--- src/rtl/pc_pkg.sv ---
// Shared types and default constants for the program-counter sequencer.
package pc_pkg;

  localparam int unsigned XLEN  = 32;
  localparam int unsigned CNT_W = 16;
  localparam int unsigned BUB_W = 3;

  localparam logic [XLEN-1:0] DEF_RESET_PC = 32'h0000_3000;
  localparam logic [XLEN-1:0] DEF_EXC_VEC  = 32'h0000_4180;

  typedef enum logic [1:0] {
    BOOT   = 2'd0,
    RUN    = 2'd1,
    BUBBLE = 2'd2
  } pc_state_e;

  // A fetch target must be word aligned.
  function automatic logic is_misaligned(input logic [XLEN-1:0] addr);
    return addr[1:0] != 2'b00;
  endfunction

endpackage

--- src/rtl/sat_cnt16.sv ---
// 16-bit event counter that sticks at all-ones instead of wrapping.
module sat_cnt16
  import pc_pkg::*;
(
  input  logic             inc,
  input  logic             clk,
  input  logic             rst_n,
  output logic [CNT_W-1:0] q
);

  logic [CNT_W-1:0] cnt_d;
  logic [CNT_W-1:0] cnt_q;

  always_comb begin
    cnt_d = cnt_q;
    if (inc && (cnt_q != '1)) begin
      cnt_d = cnt_q + CNT_W'(1);
    end
  end

  always_ff @(posedge clk or negedge rst_n) begin
    if (!rst_n) begin
      cnt_q <= '0;
    end else begin
      cnt_q <= cnt_d;
    end
  end

  assign q = cnt_q;

endmodule

--- src/rtl/pc_seq.sv ---
// Fetch program-counter sequencer: sequential fetch, branch redirects with
// flush bubbles, and misaligned-target exception redirect.
module pc_seq
  import pc_pkg::*;
#(
  parameter logic [31:0] RESET_PC      = DEF_RESET_PC,
  parameter logic [31:0] EXC_VEC       = DEF_EXC_VEC,
  parameter int unsigned FLUSH_BUBBLES = 1
) (
  input  logic        clk,
  input  logic        rst_n,
  input  logic        stall_i,
  input  logic        br_valid_i,
  input  logic [31:0] br_target_i,
  output logic        br_ready_o,
  output logic [31:0] pc_o,
  output logic [31:0] npc_o,
  output logic        fetch_valid_o,
  output logic        flush_o,
  output logic        exc_o,
  output logic [31:0] epc_o,
  output logic [15:0] redir_cnt_o
);

  pc_state_e        state_d, state_q;
  logic [XLEN-1:0]  pc_d, pc_q;
  logic [XLEN-1:0]  epc_d, epc_q;
  logic [BUB_W-1:0] bub_d, bub_q;
  logic             flush_d, flush_q;
  logic             exc_d, exc_q;
  logic             run;
  logic             handshake;

  assign run       = (state_q == RUN);
  assign handshake = br_valid_i && run;

  // Next-state: a redirect in RUN wins over stall; BUBBLE ignores br_valid_i.
  always_comb begin
    state_d = state_q;
    pc_d    = pc_q;
    epc_d   = epc_q;
    bub_d   = bub_q;
    flush_d = 1'b0;
    exc_d   = 1'b0;
    unique case (state_q)
      BOOT: begin
        state_d = RUN;
      end
      RUN: begin
        if (handshake) begin
          flush_d = 1'b1;
          if (is_misaligned(br_target_i)) begin
            pc_d  = EXC_VEC;
            epc_d = br_target_i;
            exc_d = 1'b1;
          end else begin
            pc_d = br_target_i;
          end
          if (FLUSH_BUBBLES != 0) begin
            state_d = BUBBLE;
            bub_d   = BUB_W'(FLUSH_BUBBLES);
          end
        end else if (!stall_i) begin
          pc_d = pc_q + XLEN'(4);
        end
      end
      BUBBLE: begin
        if (!stall_i) begin
          if (bub_q <= BUB_W'(1)) begin
            bub_d   = '0;
            state_d = RUN;
          end else begin
            bub_d = bub_q - BUB_W'(1);
          end
        end
      end
      default: begin
        state_d = BOOT;
        bub_d   = '0;
      end
    endcase
  end

  always_ff @(posedge clk or negedge rst_n) begin
    if (!rst_n) begin
      state_q <= BOOT;
      pc_q    <= RESET_PC;
      epc_q   <= '0;
      bub_q   <= '0;
      flush_q <= 1'b0;
      exc_q   <= 1'b0;
    end else begin
      state_q <= state_d;
      pc_q    <= pc_d;
      epc_q   <= epc_d;
      bub_q   <= bub_d;
      flush_q <= flush_d;
      exc_q   <= exc_d;
    end
  end

  sat_cnt16 u_redir_cnt (
    .inc   (handshake),
    .clk   (clk),
    .rst_n (rst_n),
    .q     (redir_cnt_o)
  );

  assign br_ready_o    = run;
  assign fetch_valid_o = run;
  assign pc_o          = pc_q;
  assign npc_o         = pc_q + XLEN'(4);
  assign flush_o       = flush_q;
  assign exc_o         = exc_q;
  assign epc_o         = epc_q;

endmodule

--- config.mk ---
export PLATFORM = sky130hd
export DESIGN_NAME = pc_seq
export DESIGN_NICKNAME = d
export VERILOG_FILES = /design/src/rtl/pc_pkg.sv /design/src/rtl/sat_cnt16.sv /design/src/rtl/pc_seq.sv
export SDC_FILE = /design/constraint.sdc
export NUM_CORES = 1
export LEC_CHECK = 0
export BUFFER_PORTS_ARGS = -buffer_cell sky130_fd_sc_hd__buf_2
export CORE_ASPECT_RATIO = 0.9
export CORE_UTILIZATION = 40
export CTS_CLUSTER_SIZE = 28
export DETAILED_ROUTE_END_ITERATION = 7
export PLACE_DENSITY = 0.68
export SLEW_MARGIN = 20
export SYNTH_ARGS = -nofsm -noshare
export SYNTH_HDL_FRONTEND = slang
export SYNTH_HIERARCHICAL = 1
export SYNTH_SLANG_ARGS = --single-unit
--- constraint.sdc ---
create_clock -name clk -period 2.2 [get_ports clk]
set_input_delay 0.11 -clock clk [delete_from_list [all_inputs] [get_ports clk]]
set_output_delay 0.11 -clock clk [all_outputs]
set_load 0.03 [all_outputs]
==> impl_metrics.yaml, run 1 <==
hold_path:
  hp-class: "input port to register"
  hold_start: "br_target_i[15]"
  hold_end: "epc_o[15]$_DFFE_PN0P_"
  worstHoldPathCells: 3
layout:
  nNetsFinal: 768
  layout-drive-gt1-share: 0.373
  antenna_cells: 0
  finalCoreUtilization: 0.590
  synthToLayoutAreaGrowth_pct: 43.0
  fin_cells: 886
power_and_ir_drop:
  peakVddDrop_uv: 934
  total_power_mw: 9.34
  power_leakage_nw: 3.34
  powerDensity_nw_per_um2: 1380
cts:
  clk_latency_ns: 0.34
  root_buffer: "clkbuf_16"
  clkSinkCount: 87
  clk_pin_slew_ns: 0.06
  cts_tree: "yes"
  cts_buffer_depth: 2
  cts_made_buffers: 9
  htreeDepth: 3
timing:
  max_freq_mhz: 470
  finalClockSkew_ns: 0.00464
  period_needed_ns: 2.13
  finalCritPeriodShare: 0.966
  maxSlewViolCount: 0
  fin_setup_tns_ns: 0
  relSlewSlack: 0.622
  finalHoldViolCount: 0
  setup_viol: 0
  worstMarginPinSlew_ns: 0.565
  rsz0062_at_grt: "true"
critical_path:
  critical_path_required_ns: 2.09
  rr_worst_depth: 6
  worst_path_max_delay_cell: "dfstp_2"
  end_kind: "output port"
  cp.arrival_ns: 2.02
  crit_type: "register to output port"
  worstSetupStartpointType: "register"
  critPathMaxStageDelay_ns: 0.55
  critPathMaxFanout: 4
  r2r-start: "pc_o[12]$_DFFE_PN1P_"
  r2r_end: "pc_o[18]$_DFFE_PN0P_"
  cp_cell_sequence: "nand3_4, nor4_4, and3_4, xor2_1, buf_4"
  reg2reg_setup_slack_ns: 0.07
placed_design:
  placedCellCount: 833
  port_buffers: 151
  routabilityCongestion: 0.855
  dp_hpwl_microns: 9820
synthesis:
  synthCells: 530
  yosys_warnings: 6
  ys_seq_elements: 87
  ys_types: 59
  synthFlopType: "dfrtp_1"
  syn_area_sq_um: 4740
  async_flop_share: 1.00
  synth_edf_count: 0
  synth_nets: 573
  yosysSeqAreaShare: 0.460
  synth.avg_cell_area_sq_um: 8.95
global_route:
  grt_pass1_wl_microns: 22500
  grt_max_degree: 88
  grt_pass1_vias: 4545
  grt_use_total: 0.236
  antenna_found_initial: 0
  grt-ovfl-total: 0
route:
  drc: 0
  drtPass1Iterations: 4
  wl_per_cell_microns: 15.8
  antenna_left: 0
  vias_per_cell: 5.23
  via_count: 4637
  drt_iter0_drc: 289
  drt_wl_total_microns: 14000
floorplan:
  rows: 37
  ios: 152
  core_sq_um: 11500
  die_y_microns: 105
  die_x_microns: 117
  die_area_sq_um: 12300
  initial_core_util: 0.413
status:
  status: "complete, no violations"
run:
  drv_cap: 0
## layout make-up
cell class / count / area [sq um]
clock buffer: 11 / 253
clock inverter: 5 / 104
fill: 1014 / 4700
inverter: 15 / 56.3
multi-input combinational: 398 / 2630
sequential: 87 / 2190
tap: 156 / 195
timing repair buffer: 214 / 1360
## cells in the mapped netlist (all sizes together), types with 4 or more instances
cell type | n | area share
o311ai | 6 | 0.011
nor2 | 28 | 0.023
a22oi | 14 | 0.022
a31oi | 7 | 0.0092
a21oi | 15 | 0.016
ha | 7 | 0.018
nor3 | 10 | 0.013
dfrtp | 85 | 0.45
and3 | 6 | 0.0079
inv | 15 | 0.012
nand3 | 39 | 0.045
nor4 | 7 | 0.020
and4 | 5 | 0.010
nand2 | 131 | 0.11
nand4 | 20 | 0.035
xnor2 | 22 | 0.041
xor2 | 13 | 0.024
clkbuf | 21 | 0.017
o21a | 5 | 0.0079
o211ai | 4 | 0.0063
o21ai | 27 | 0.028
buf | 9 | 0.012
## sequential cells by signal, indices dropped and copies added, names as in the netlist
register and cells:
bub_q 3, epc_o 32, exc_o 1, flush_o 1, pc_o 32, state_q 2, u_redir_cnt/q 16
## how the worst max path moves through the flow
stage                               from                   end  slack, ns  depth (start not counted)
finish              pc_o[12]$_DFFE_PN1P_             npc_o[20]       0.07                          5
global route        pc_o[13]$_DFFE_PN1P_             npc_o[30]      -0.04                          6
CTS                 pc_o[12]$_DFFE_PN1P_             npc_o[23]     -0.007                          7
detailed placement   pc_o[3]$_DFFE_PN0P_  pc_o[18]$_DFFE_PN0P_       0.12                          6
global placement     pc_o[2]$_DFFE_PN0P_  pc_o[18]$_DFFE_PN0P_       0.17                          6
floorplan            pc_o[3]$_DFFE_PN0P_             npc_o[18]      -0.01                          5
## logic make-up (layout without fill, tap and decap cells)
family          count (synthesis)  after routing  synth area share
mux                             3              3           0.00686
xor+xnor                       35             35            0.0646
fa+ha+maj                       7              7            0.0185
buf+inv                        45            245            0.0409
simple gates                  263            263             0.284
flops                          87             87             0.460
compound gates                 90             90             0.125
## through the flow
step	hold slack (ns)	worst slack, ns	instance area (sq um)
6_report	0.000761	0.0743	6780
5_1_grt	0.00247	-0.0448	6780
4_1_cts	0.000573	-0.00678	6570
3_5_place_dp	0.190	0.123	5850
3_3_place_gp	0.192	0.172	5850
2_1_floorplan	-0.186	-0.0117	4820
## worst max-delay path, delay by kind of cell (launching register included)
family / cells / cell delay (ns)
XOR/XNOR: 1 / 0.19
buffers and inverters: 1 / 0.19
flip-flops: 1 / 0.55
AND/OR/NAND/NOR: 3 / 0.74
## metal layers
metal  routed length, microns  track usage  up-vias  share of wire
met3                      840       0.0610       20          0.060
met4                      211       0.0660        0          0.015
li1                         -            -     2249              -
met5                        0            0        -              0
met2                     6700        0.379      156           0.48
met1                     6240        0.315     2212           0.45
## timing repair
action | CTS | global route
endpoints found under the hold margin | 106 | 1
gates cloned | 1 | 0
setup buffers | 3 | 11
pin swaps | 1 | 6
endpoints found under the setup margin | 18 | 17
resized for setup | 29 | 37
hold buffers | 21 | 1
## power breakdown
group / leakage (nW) / internal (mW) / switching, mW
clock: 0.176 / 1.17 / 0.632
sequential: 1.06 / 2.17 / 0.564
combinational: 2.11 / 1.59 / 3.22
## placed cells by master (no fill, tap or decap), types with 7 or more instances in the layout
cell type	n
dfrtp_2	9
a31oi_1	7
nand3_1	33
buf_4	47
xnor2_1	11
dlygate4sd3_1	22
inv_1	15
clkbuf_16	9
xnor2_2	11
xor2_1	9
a22oi_1	14
buf_2	135
nand2_1	128
a21oi_1	15
nand4_1	16
nor2_1	23
dfrtp_1	76
nor3_1	7
o21ai_0	25
Note: power is estimated with default switching activity, not from simulation.
==> run 2, diff against run 1 <==
Settings changed: RECOVER_POWER from default to 25.
==> impl_metrics.yaml, run 2 (synthesized netlist as in run 1, its figures left out) <==
timing:
  rsz0062_at_grt: "true"
  hold_ws_ns: 0.000761
  setup_viol: 0
  max_freq_mhz: 470
  maxSlewViolCount: 0
  worstMarginPinSlew_ns: 1.23
  finalCritPeriodShare: 0.966
  fin_setup_tns_ns: 0
  fin_ws_ns: 0.0743
  finalClockSkew_ns: 0.00464
  period_needed_ns: 2.13
  relSlewSlack: 0.178
  finalHoldViolCount: 0
power_and_ir_drop:
  seqPwrFrac: 0.292
  powerDensity_nw_per_um2: 1380
  swShare: 0.473
  p_sw_mw: 4.42
  p_int_mw: 4.92
  peakVddDrop_uv: 934
  total_power_mw: 9.34
  p_comb_frac: 0.515
  pwr-share-clk: 0.193
  power_leakage_nw: 3.34
layout:
  layout-drive-gt1-share: 0.373
  nNetsFinal: 768
  finalCoreUtilization: 0.589
  multiInputGateArea_sq_um: 2630
  final_area_sq_um: 6770
  fin_cells: 886
  final_common_cell: "buf_2"
  seqCellArea_sq_um: 2190
  synthToLayoutAreaGrowth_pct: 42.7
  fill_cells: 1015
  final_cell_mix: "buf_2, nand2_1, dfrtp_1"
  antenna_cells: 0
route:
  drt_wl_total_microns: 14000
  drtPass1Iterations: 4
  antenna_left: 0
  vias_per_cell: 5.23
  wl_per_cell_microns: 15.8
  drt_iter0_drc: 289
  via_count: 4638
  drc: 0
run:
  drv_cap: 0
cts:
  cts_tree: "yes"
  cts_made_buffers: 9
  clk_pin_slew_ns: 0.06
  htreeDepth: 3
  clkSinkCount: 87
  root_buffer: "clkbuf_16"
  cts_buffer_depth: 2
  clk_latency_ns: 0.34
floorplan:
  die_area_sq_um: 12300
  die_y_microns: 105
  initial_core_util: 0.413
  ios: 152
  core_sq_um: 11500
  die_x_microns: 117
  rows: 37
critical_path:
  critical_path_required_ns: 2.09
  end_kind: "output port"
  worstSetupStartpointType: "register"
  critPathMaxFanout: 4
  crit_type: "register to output port"
  cp.arrival_ns: 2.02
placed_design:
  pre_cts_ws_ns: 0.123
  postPlaceCellArea_sq_um: 5850
  placedCellCount: 833
  port_buffers: 151
  routabilityCongestion: 0.855
  dp_hpwl_microns: 9820
status:
  status: "complete, no violations"
global_route:
  grt_max_degree: 88
  grt_pass1_wl_microns: 22500
  grt-ovfl-total: 0
  grt_use_total: 0.236
  grt_pass1_vias: 4545
  antenna_found_initial: 0
hold_path:
  hp-class: "input port to register"
-- run 2: cell types whose count changed in the layout (fill, tap and decap cells not counted), sizes merged --
cell and delta:
buf -2, clkbuf +2
-- run 2: path summary, 6_finish.rpt --
path,startpoint,end,slack [ns],depth (start not counted)
worst max-delay path,pc_o[12]$_DFFE_PN1P_,npc_o[20],0.07,5
worst min-delay path,br_target_i[15],epc_o[15]$_DFFE_PN0P_,0.0008,3
worst max register to register,pc_o[12]$_DFFE_PN1P_,pc_o[18]$_DFFE_PN0P_,0.07,6
worst min register to register,epc_o[5]$_DFFE_PN0P_,epc_o[5]$_DFFE_PN0P_,0.47,2
max in group asynchronous,rst_n,pc_o[23]$_DFFE_PN0P_,0.62,3
min in group asynchronous,rst_n,epc_o[24]$_DFFE_PN0P_,0.64,3
-- run 2: final cells by class --
| type | count | share of cell area |
|---|---|---|
| inverters | 15 | 0.00832 |
| well taps | 156 | 0.0288 |
| multi-input cells | 398 | 0.388 |
| repair buffers | 214 | 0.198 |
| flip-flops and latches | 87 | 0.324 |
| clock inverters | 5 | 0.0153 |
| clock buffers | 11 | 0.0374 |
-- run 2: power by group through the flow --
stage | clock network, mW | registers, mW | logic [mW]
2_1_floorplan | 0 | 3.68 | 2.11
4_1_cts | 1.84 | 2.71 | 4.70
3_3_place_gp | 0 | 2.68 | 4.47
3_5_place_dp | 0 | 2.71 | 4.53
5_1_grt | 1.90 | 2.82 | 5.19
6_report | 1.80 | 2.73 | 4.81
-- run 2: critical path: stages, from the launching register on --
cell,delay [ns]
dfstp_2,0.55
nand3_4,0.12
nor4_4,0.37
and3_4,0.25
xor2_1,0.19
buf_4,0.19
-- run 2: timing repair --
action	4_1_cts	5_1_grt
pin swaps	1	6
setup endpoints to repair	18	17
buffers inserted	3	11
resized for setup	29	37
hold endpoints to repair	106	1
hold buffers	21	1
cloned	1	0
-- run 2: metal layers --
layer | track usage | routed length [microns] | vias to the layer above
met1 | 0.315 | 6220 | 2213
met4 | 0.0660 | 211 | 0
met5 | 0 | 0 | -
met2 | 0.379 | 6700 | 156
met3 | 0.0610 | 840 | 20
li1 | - | - | 2249
==> run 3, diff against run 2 <==
Settings changed: ABC_AREA from default to 1, CORE_UTILIZATION 40 to 47, MAX_ROUTING_LAYER from default to met4, PLACE_DENSITY 0.68 to 0.77.
==> impl_metrics.yaml, run 3 <==
floorplan:
  die_y_microns: 101
  core_sq_um: 10400
  ios: 152
  initial_core_util: 0.492
  die_area_sq_um: 11300
  die_x_microns: 112
  rows: 35
route:
  drtPass1Iterations: 7
  vias_per_cell: 5.03
  route.met3.wl_microns: 792
  dr_wl_met2_microns: 6350
  wl_per_cell_microns: 13.5
  via_count: 4931
  antenna_left: 0
  wl_met1_microns: 5870
  top_layer: "met4"
  drt_iter0_drc: 234
  drc: 3
  drt_wl_total_microns: 13300
power_and_ir_drop:
  peakVddDrop_uv: 1030
  p_int_mw: 4.91
  pwr-share-clk: 0.159
  p_sw_mw: 5.38
  seqPwrFrac: 0.290
  powerDensity_nw_per_um2: 1620
  p_comb_frac: 0.551
  swShare: 0.522
  total_power_mw: 10.3
  power_leakage_nw: 3.47
critical_path:
  r2r-start: "state_q[1]$_DFFE_PN0P_"
  crit_start: "pc_o[3]$_DFFE_PN0P_"
  crit_type: "register to output port"
  r2r_end: "u_redir_cnt/q[7]$_DFFE_PN0P_"
  rr_worst_depth: 8
  end_kind: "output port"
  cp.arrival_ns: 1.99
  reg2reg_setup_slack_ns: 0.33
  critPathMaxFanout: 5
  worstSetupStartpointType: "register"
  critical_path_required_ns: 2.09
synthesis:
  netlist.area_leader.share: 0.417
  syn_area_sq_um: 5100
  synth.most_common_cell: "nand2_1"
  synth_commonest_cells: "nand2_1, dfrtp_1, inv_1"
  async_flop_share: 1.00
  synthFlopType: "dfrtp_1"
  yosys_warnings: 6
  yosysSeqAreaShare: 0.427
  synthCells: 691
  synthTopCellsByArea: "dfrtp_1, nand2_1, inv_1"
  synth_edf_count: 0
  synth.avg_cell_area_sq_um: 7.39
  ys_types: 37
  ys_seq_elements: 87
  synth_nets: 734
  yosysTopAreaCell: "dfrtp_1"
timing:
  period_needed_ns: 2.10
  setup_viol: 0
  max_freq_mhz: 476
  finalClockSkew_ns: 0.00849
  relSlewSlack: 0.412
  finalHoldViolCount: 0
  fin_setup_tns_ns: 0
  rsz0062_at_grt: "false"
  finalCritPeriodShare: 0.954
  maxSlewViolCount: 0
  worstMarginPinSlew_ns: 0.883
cts:
  cts_tree: "yes"
  cts_buffer_depth: 2
  cts_made_buffers: 9
  clk_latency_ns: 0.34
  post-cts-setup-buffer-count: 0
  clkSinkCount: 87
  root_buffer: "clkbuf_16"
  clk_pin_slew_ns: 0.06
  htreeDepth: 3
layout:
  synthToLayoutAreaGrowth_pct: 24.7
  antenna_cells: 0
  final_cell_mix: "nand2_1, buf_2, dfrtp_1"
  fin_cells: 980
  fill_cells: 941
  final_common_cell: "nand2_1"
  final_area_sq_um: 6360
  layout-drive-gt1-share: 0.256
  nNetsFinal: 889
  finalCoreUtilization: 0.613
status:
  violations: "DRC"
  status: "finished with violations"
global_route:
  grt_pass1_wl_microns: 21600
  antenna_found_initial: 0
  grt-ovfl-total: 0
  grt_pass1_vias: 4488
  grt_max_degree: 55
  grt_use_total: 0.251
placed_design:
  placedCellCount: 957
  postPlaceCellArea_sq_um: 6000
  port_buffers: 151
  routabilityCongestion: 0.871
  dp_hpwl_microns: 9730
hold_path:
  hold_end: "epc_o[9]$_DFFE_PN0P_"
  worstHoldPathCells: 3
  hp-class: "input port to register"
  hold_start: "br_target_i[9]"
run:
  drv_cap: 0
[run 3: changes by cell type after synthesis, sizes merged, moves of 21 or more]
| cell | delta |
|---|---|
| inv | +70 |
| nand3 | -21 |
| nor2 | +68 |
| nand2 | +112 |
| o21ai | +35 |
[run 3: worst max path at each step]
stage,slack (ns),to
2_1_floorplan,0.16,pc_o[14]$_DFFE_PN0P_
3_3_place_gp,0.41,u_redir_cnt/q[9]$_DFFE_PN0P_
3_5_place_dp,0.36,u_redir_cnt/q[7]$_DFFE_PN0P_
4_1_cts,0.05,npc_o[22]
5_1_grt,0.01,npc_o[22]
6_report,0.10,npc_o[22]
[run 3: repair_timing]
| action | CTS | global route |
|---|---|---|
| gates resized for setup | 0 | 2 |
| hold buffers | 7 | 0 |
| setup endpoints to repair | 0 | 4 |
| hold endpoints to repair | 39 | 0 |
[run 3: worst max-delay path, stage by stage, from the launching register on]
cell and delay, ns:
dfrtp_1 0.42, ha_2 0.24, nand2_1 0.08, nor2_2 0.13, nand2_2 0.12, nor2_4 0.19, nand3_1 0.12, and2_1 0.18
buf_2 0.17
[run 3: kinds of logic after synthesis]
| family | share of synthesized area |
|---|---|
| adder cells (fa/ha/maj) | 0.0172 |
| AND/OR/NAND/NOR | 0.326 |
| XOR/XNOR | 0.0449 |
| flip-flops | 0.427 |
| AO/OA/AOI/OAI | 0.0990 |
| buffers and inverters | 0.0863 |
[run 3: stage by stage]
stage | worst slack (ns) | hold WS (ns)
2_1_floorplan | 0.155 | -0.186
3_3_place_gp | 0.414 | 0.100
3_5_place_dp | 0.360 | 0.106
4_1_cts | 0.0510 | 0.00414
5_1_grt | 0.0110 | 0.00459
6_report | 0.100 | 0.00518
[run 3: layer usage]
| layer | up-vias | track usage |
|---|---|---|
| met4 | 0 | 0.0873 |
| met1 | 2322 | 0.313 |
| met2 | 157 | 0.398 |
| met5 | - | - |
| met3 | 17 | 0.0619 |
| li1 | 2435 | - |
[run 3: cell type report]
class                      count  area, sq um  area share
multi-input combinational    496         2490       0.391
sequential                    87         2180       0.342
timing repair buffer         165          893       0.140
inverter                      87          327      0.0513
clock buffer                  11          233      0.0366
tap                          129          161      0.0254
clock inverter                 5         82.6      0.0130
[run 3: power groups by stage]
stage	logic [mW]	clock network [mW]	registers, mW
2_1_floorplan	2.92	0	4.08
3_3_place_gp	5.57	0	2.98
3_5_place_dp	5.67	0	2.98
4_1_cts	5.68	1.66	2.97
5_1_grt	6.19	1.73	3.09
6_report	5.67	1.63	2.99
